<file path="src/rtl/seg_instruction_decode.sv">
// MIPS decode stage: IF/ID latch, 32-entry register file, branch/jump
// resolution and load-use / branch-operand hazard detection.
module seg_instruction_decode #(
  parameter int         LEN         = 32,
  parameter int         NB_REG_ADDR = 5,
  parameter logic [5:0] OP_BEQ      = 6'h04,
  parameter logic [5:0] OP_BNE      = 6'h05,
  parameter logic [5:0] OP_J        = 6'h02,
  parameter logic [5:0] OP_JAL      = 6'h03
) (
  input  logic                   i_clk,
  input  logic                   i_rst,
  input  logic [LEN-1:0]         i_instruction,
  input  logic [LEN-1:0]         i_PC,
  input  logic                   i_EX_mem_read,
  input  logic                   i_EX_reg_write,
  input  logic [NB_REG_ADDR-1:0] i_EX_rd_dest,
  input  logic                   i_wb_reg_write,
  input  logic [NB_REG_ADDR-1:0] i_wb_addr,
  input  logic [LEN-1:0]         i_wb_data,
  output logic                   o_stall_flag,
  output logic                   o_PCSrc,
  output logic [LEN-1:0]         o_PC_branch,
  output logic                   o_jump,
  output logic [LEN-1:0]         o_PC_dir_jump,
  output logic [LEN-1:0]         o_PC_next,
  output logic [LEN-1:0]         o_rs_data,
  output logic [LEN-1:0]         o_rt_data,
  output logic [LEN-1:0]         o_imm_ext,
  output logic [NB_REG_ADDR-1:0] o_rs,
  output logic [NB_REG_ADDR-1:0] o_rt,
  output logic [NB_REG_ADDR-1:0] o_rd,
  output logic [5:0]             o_opcode,
  output logic [5:0]             o_funct
);

  localparam int NREG = 2 ** NB_REG_ADDR;

  typedef struct packed {
    logic [LEN-1:0] instr;
    logic [LEN-1:0] pc;
  } if_id_t;

  typedef struct packed {
    logic [LEN-1:0]         pc_next;
    logic [LEN-1:0]         rs_data;
    logic [LEN-1:0]         rt_data;
    logic [LEN-1:0]         imm_ext;
    logic [NB_REG_ADDR-1:0] rs;
    logic [NB_REG_ADDR-1:0] rt;
    logic [NB_REG_ADDR-1:0] rd;
    logic [5:0]             opcode;
    logic [5:0]             funct;
  } id_ex_t;

  if_id_t         r_ifid;
  if_id_t         w_ifid;
  id_ex_t         r_idex;
  id_ex_t         w_idex;
  logic [LEN-1:0] r_regs [NREG];

  logic [5:0]             w_opcode;
  logic [5:0]             w_funct;
  logic [NB_REG_ADDR-1:0] w_rs;
  logic [NB_REG_ADDR-1:0] w_rt;
  logic [NB_REG_ADDR-1:0] w_rd;
  logic [LEN-1:0]         w_imm_ext;
  logic [LEN-1:0]         w_pc_inc;
  logic [LEN-1:0]         w_rs_data;
  logic [LEN-1:0]         w_rt_data;

  logic w_is_br;
  logic w_is_jmp;
  logic w_ex_hit;
  logic w_load_use;
  logic w_br_dep;
  logic w_stall;
  logic w_taken;
  logic w_pcsrc;
  logic w_jump;
  logic w_flush;

  assign w_opcode  = r_ifid.instr[31:26];
  assign w_rs      = r_ifid.instr[25:21];
  assign w_rt      = r_ifid.instr[20:16];
  assign w_rd      = r_ifid.instr[15:11];
  assign w_funct   = r_ifid.instr[5:0];
  assign w_imm_ext = {{(LEN-16){r_ifid.instr[15]}},
                      r_ifid.instr[15:0]};
  assign w_pc_inc  = r_ifid.pc + LEN'(1);

  // Write-back in flight wins over the stored value
  always_comb begin
    w_rs_data = r_regs[w_rs];
    if (w_rs == '0)
      w_rs_data = '0;
    else if (i_wb_reg_write && (i_wb_addr == w_rs))
      w_rs_data = i_wb_data;
  end

  always_comb begin
    w_rt_data = r_regs[w_rt];
    if (w_rt == '0)
      w_rt_data = '0;
    else if (i_wb_reg_write && (i_wb_addr == w_rt))
      w_rt_data = i_wb_data;
  end

  assign w_is_br  = (w_opcode == OP_BEQ) ||
                    (w_opcode == OP_BNE);
  assign w_is_jmp = (w_opcode == OP_J) ||
                    (w_opcode == OP_JAL);

  assign w_ex_hit   = (i_EX_rd_dest != '0) &&
                      ((i_EX_rd_dest == w_rs) ||
                       (i_EX_rd_dest == w_rt));
  assign w_load_use = i_EX_mem_read && w_ex_hit;
  assign w_br_dep   = w_is_br && i_EX_reg_write && w_ex_hit;
  assign w_stall    = w_load_use || w_br_dep;

  always_comb begin
    w_taken = 1'b0;
    if (w_opcode == OP_BEQ)
      w_taken = (w_rs_data == w_rt_data);
    else if (w_opcode == OP_BNE)
      w_taken = (w_rs_data != w_rt_data);
  end

  // A stalled branch is re-resolved next cycle, so it never redirects
  assign w_pcsrc = w_taken && !w_stall;
  assign w_jump  = w_is_jmp && !w_stall;
  assign w_flush = w_pcsrc || w_jump;

  assign o_stall_flag  = w_stall;
  assign o_PCSrc       = w_pcsrc;
  assign o_jump        = w_jump;
  assign o_PC_branch   = w_pc_inc + w_imm_ext;
  assign o_PC_dir_jump = {w_pc_inc[LEN-1:26],
                          r_ifid.instr[25:0]};

  always_comb begin
    w_ifid = r_ifid;
    unique case (1'b1)
      w_stall: w_ifid = r_ifid;
      w_flush: w_ifid = '0;
      default: begin
        w_ifid.instr = i_instruction;
        w_ifid.pc    = i_PC;
      end
    endcase
  end

  always_comb begin
    w_idex = '0;
    if (!w_stall) begin
      w_idex.pc_next = w_pc_inc;
      w_idex.rs_data = w_rs_data;
      w_idex.rt_data = w_rt_data;
      w_idex.imm_ext = w_imm_ext;
      w_idex.rs      = w_rs;
      w_idex.rt      = w_rt;
      w_idex.rd      = w_rd;
      w_idex.opcode  = w_opcode;
      w_idex.funct   = w_funct;
    end
  end

  always_ff @(posedge i_clk or negedge i_rst) begin
    if (!i_rst) begin
      r_ifid <= '0;
      r_idex <= '0;
    end else begin
      r_ifid <= w_ifid;
      r_idex <= w_idex;
    end
  end

  always_ff @(posedge i_clk or negedge i_rst) begin
    if (!i_rst) begin
      for (int i = 0; i < NREG; i++)
        r_regs[i] <= '0;
    end else if (i_wb_reg_write && (i_wb_addr != '0)) begin
      r_regs[i_wb_addr] <= i_wb_data;
    end
  end

  assign o_PC_next = r_idex.pc_next;
  assign o_rs_data = r_idex.rs_data;
  assign o_rt_data = r_idex.rt_data;
  assign o_imm_ext = r_idex.imm_ext;
  assign o_rs      = r_idex.rs;
  assign o_rt      = r_idex.rt;
  assign o_rd      = r_idex.rd;
  assign o_opcode  = r_idex.opcode;
  assign o_funct   = r_idex.funct;

endmodule

</file>
<file path="config.mk">
export PLATFORM = sky130hd
export DESIGN_NAME = seg_instruction_decode
export DESIGN_NICKNAME = d
export VERILOG_FILES = /design/src/rtl/seg_instruction_decode.sv
export SDC_FILE = /design/constraint.sdc
export NUM_CORES = 2
export LEC_CHECK = 0
export ABC_AREA = 1
export CAP_MARGIN = 10
export CORE_UTILIZATION = 35
export DETAILED_ROUTE_END_ITERATION = 6
export SLEW_MARGIN = 25
export SYNTH_ARGS = -nofsm -noshare
export SYNTH_HDL_FRONTEND = slang
export SYNTH_SLANG_ARGS = --single-unit
export TNS_END_PERCENT = 1
</file>
<file path="constraint.sdc">
create_clock -name i_clk -period 7.62 [get_ports i_clk]
set_clock_uncertainty 0.2 [all_clocks]
set_input_delay 1.524 -clock i_clk [delete_from_list [all_inputs] [get_ports i_clk]]
set_output_delay 1.524 -clock i_clk [all_outputs]
set_load 0.1 [all_outputs]
</file>
==> flow_summary.json <==
{
  "cts-root-buf": "clkbuf_16",
  "worst_r2r_path_depth": 9,
  "synth_area_leaders": "dfrtp_1 (44%), nand2_1 (16%), nand3_1 (9.3%)",
  "met2_length_um": 125000,
  "cp_slowest_cell": "clkdlybuf4s50_1",
  "antenna_found_initial": 24,
  "finalWirelength_um": 281000,
  "cts.clk_slew.worst_paths_ps": 60,
  "power.switching_mw": 10.4,
  "cts_buffer_depth": 3,
  "rrSetupSlack_ps": 2490,
  "synthToLayoutAreaGrowth_pct": 13.8,
  "vdd_drop_max_uv": 198,
  "finalHoldViolCount": 0,
  "worst_pin_slew_ps": 1120,
  "hold_path.startpoint": "r_regs[1008]",
  "grt.total_usage_pct": 27.5,
  "netlist_instances": 9806,
  "fin_util_pct": 40.1,
  "p_leak_nw": 37.7,
  "syn_area_um2": 69300,
  "pwr-share-comb_pct": 37.3,
  "io_pins": 333,
  "ys.warnings.count": 0,
  "dpl-instance-area_um2": 74200,
  "yosysUniqueCellTypes": 46,
  "worstHoldPathCells": 0,
  "hold_end": "r_regs[1008]",
  "h-tree-depth": 4,
  "slew_headroom_pct": 25.1,
  "highest-signal-layer": "met5",
  "hpwl_um": 168000,
  "hp-class": "flip-flop to flip-flop",
  "place.gp.congestion": 0.936,
  "drc": 0,
  "dpl.cell_count": 12100,
  "fin_cells": 12400,
  "power.internal_mw": 14.2,
  "synth_top_area_cell": "dfrtp_1",
  "rsz0062_at_grt": "false",
  "cp_cell_sequence": "nand2_1, nor2_1, xor2_1, inv_1, ha_1, o21ai_0, o21ai_0, a21oi_1, o21ai_0, a31oi_1, o21ai_0, a21oi_1, inv_1, nand2_1, nand2_1, xor2_1, clkdlybuf4s50_1",
  "die_h_um": 447,
  "portBuffers": 332,
  "tns_ps": 0,
  "cp_max_fo": 5,
  "fillCellCount": 20400,
  "crit_type": "flip-flop to primary output",
  "outcome": "finished clean",
  "grt_max_degree": 160,
  "initial_core_util_pct": 35.2,
  "drtIter0Drc": 9737,
  "crit_path_end_kind": "primary output",
  "cts_num_sinks": 1216,
  "maxCapViolations": 0,
  "vias": 68600,
  "multiInputGateArea_um2": 31600,
  "power_frac_clock_pct": 28.3,
  "fp.dieArea_um2": 200000,
  "power_per_cell_area_nw_per_um2": 311,
  "route.met3.wl_um": 27500,
  "post-route-min-period_ps": 7100,
  "syn_nets": 9950,
  "cp_common_cell": "o21ai_0",
  "synth_flop_cell": "dfrtp_1",
  "grt_pass1_vias": 63100,
  "drive_gt1_share_pct": 5.54,
  "worstPathRequired_ps": 5900,
  "cp_top_family": "compound AO/OA/AOI/OAI gates",
  "grt_pass1_wl_um": 414000,
  "seqPwrFrac_pct": 34.5,
  "regArea_um2": 30500,
  "fp.coreArea_um2": 197000,
  "rr_endpoint": "o_rt_data[27]",
  "hold_buffers": 0,
  "async_reset_ff_share_pct": 100,
  "cts_made_buffers": 135,
  "max_stage_delay_ps": 1170,
  "drtPass1Iterations": 6,
  "wl_met1_um": 113000,
  "cp_num_buf_inv": 3,
  "viasPerCell": 5.54,
  "slew_viol_final": 0,
  "wl_per_cell_um": 22.7,
  "max_freq_ghz": 0.141,
  "rows": 163,
  "arrival_ps": 5380,
  "critPathLaunchType": "flip-flop",
  "rr_startpoint": "o_PC_dir_jump[24]",
  "ys_ff_latch": 1216,
  "power.total_mw": 24.6,
  "finalInstanceArea_um2": 78900,
  "die_width_um": 447,
  "ys_seq_area_share_pct": 43.9,
  "fin_crit_sh_pct": 93.2,
  "synth_enable_flop_cells": 0,
  "clock_latency_ps": 820,
  "cts_tree": "built",
  "ant_nets": 0,
  "avgSynthCellArea_um2": 7.07,
  "overflow": 0,
  "synth_top_area_share_pct": 43.9,
  "nets": 9751,
  "p_sw_share_pct": 42.4,
  "setup_violations": 0
}
-- synth_stat cells, types with 32 or more instances --
library cell,n
nor2_1,461
a21oi_1,223
o211ai_1,428
or2_2,56
nor3_1,37
nand2_1,2920
o21ai_0,1175
buf_2,285
buf_4,68
clkbuf_1,415
buf_1,60
inv_1,959
dfrtp_1,1216
xor2_1,37
nand3_1,1289
ha_1,32
-- layout make-up --
| class | instances | area share (%) |
|---|---|---|
| repair buffers | 504 | 6.45 |
| multi-input cells | 6761 | 40.1 |
| clock buffers | 211 | 5.34 |
| inverters | 989 | 4.75 |
| well taps | 2640 | 4.18 |
| flip-flops and latches | 1216 | 38.6 |
| clock inverters | 37 | 0.547 |
| diodes | 10 | 0.0317 |
-- metrics by stage --
stage | setup WS [ps] | hold WS [ps]
after floorplan | 561 | 229
after detailed placement | 747 | 166
after global placement | 746 | 165
final | 518 | 174
after global routing | 63.5 | 184
after CTS | 382 | 179
-- flip-flops by register name, summed over array words and instances, names as in the netlist --
signal / flops
r_regs: 1024
o_PC_next: 32
o_imm_ext: 7
o_funct: 5
r_ifid: 38
o_rs_data: 32
o_rd: 4
o_rs: 5
o_rt: 5
o_opcode: 6
o_rt_data: 32
o_PC_dir_jump: 26
-- power by group through the flow --
stage / Sequential (mW) / Clock [mW] / Combinational, mW
6_report: 8.47 / 6.94 / 9.15
5_1_grt: 8.60 / 7.28 / 9.84
4_1_cts: 8.45 / 7.03 / 9.03
3_5_place_dp: 8.55 / 0 / 9.00
3_3_place_gp: 8.52 / 0 / 8.89
2_1_floorplan: 9.58 / 0 / 5.29
-- how the worst max path moves through the flow --
stage / from / endpoint / slack [ps] / cells after the start
after floorplan: r_ifid[0] / o_PC_branch[31] / 560 / 18
after global placement: i_wb_addr[0] / o_PCSrc / 750 / 20
after detailed placement: i_wb_addr[3] / o_PCSrc / 750 / 23
after CTS: r_ifid[5] / o_PC_branch[22] / 380 / 19
after global routing: r_ifid[0] / o_PC_branch[29] / 60 / 25
final: r_ifid[0] / o_PC_branch[20] / 520 / 17
-- metal layers --
metal / vias to the layer above / global-route usage [%]
met5: - / 0
met4: 2 / 14.4
met3: 744 / 4.50
met2: 3776 / 43.0
met1: 32800 / 36.4
li1: 31300 / -
-- cell families (layout without fill, tap and decap cells) --
kind of cell,after synthesis,after routing,share of synthesized area (%)
AND/OR/NAND/NOR,4798,4798,28.7
AO/OA/AOI/OAI,1881,1881,15.3
buffers and inverters,1829,1741,10.9
flip-flops,1216,1216,43.9
XOR/XNOR,49,49,0.619
adder cells (fa/ha/maj),33,33,0.606
other,0,10,0
-- cell usage in the layout, fill, tap and decap left out, types with 29 or more instances in the layout --
cell type,n
or2_2,56
clkdlybuf4s50_1,315
buf_4,146
nor2_1,456
nand3_1,1288
nand2_1,2894
clkbuf_1,29
nor3_1,29
o21ai_0,1175
o211ai_1,428
buf_12,36
inv_1,957
ha_1,32
dfrtp_1,1206
clkbuf_8,40
clkbuf_16,142
a21oi_1,223
xor2_1,37
-- timing repair --
item / 4_1_cts / 5_1_grt
endpoints found under the setup margin: 0 / 4
setup buffers: 0 / 0
hold endpoints to repair: 0 / 0
gates resized for setup: 0 / 4
Power figures use the tool's default switching activity.
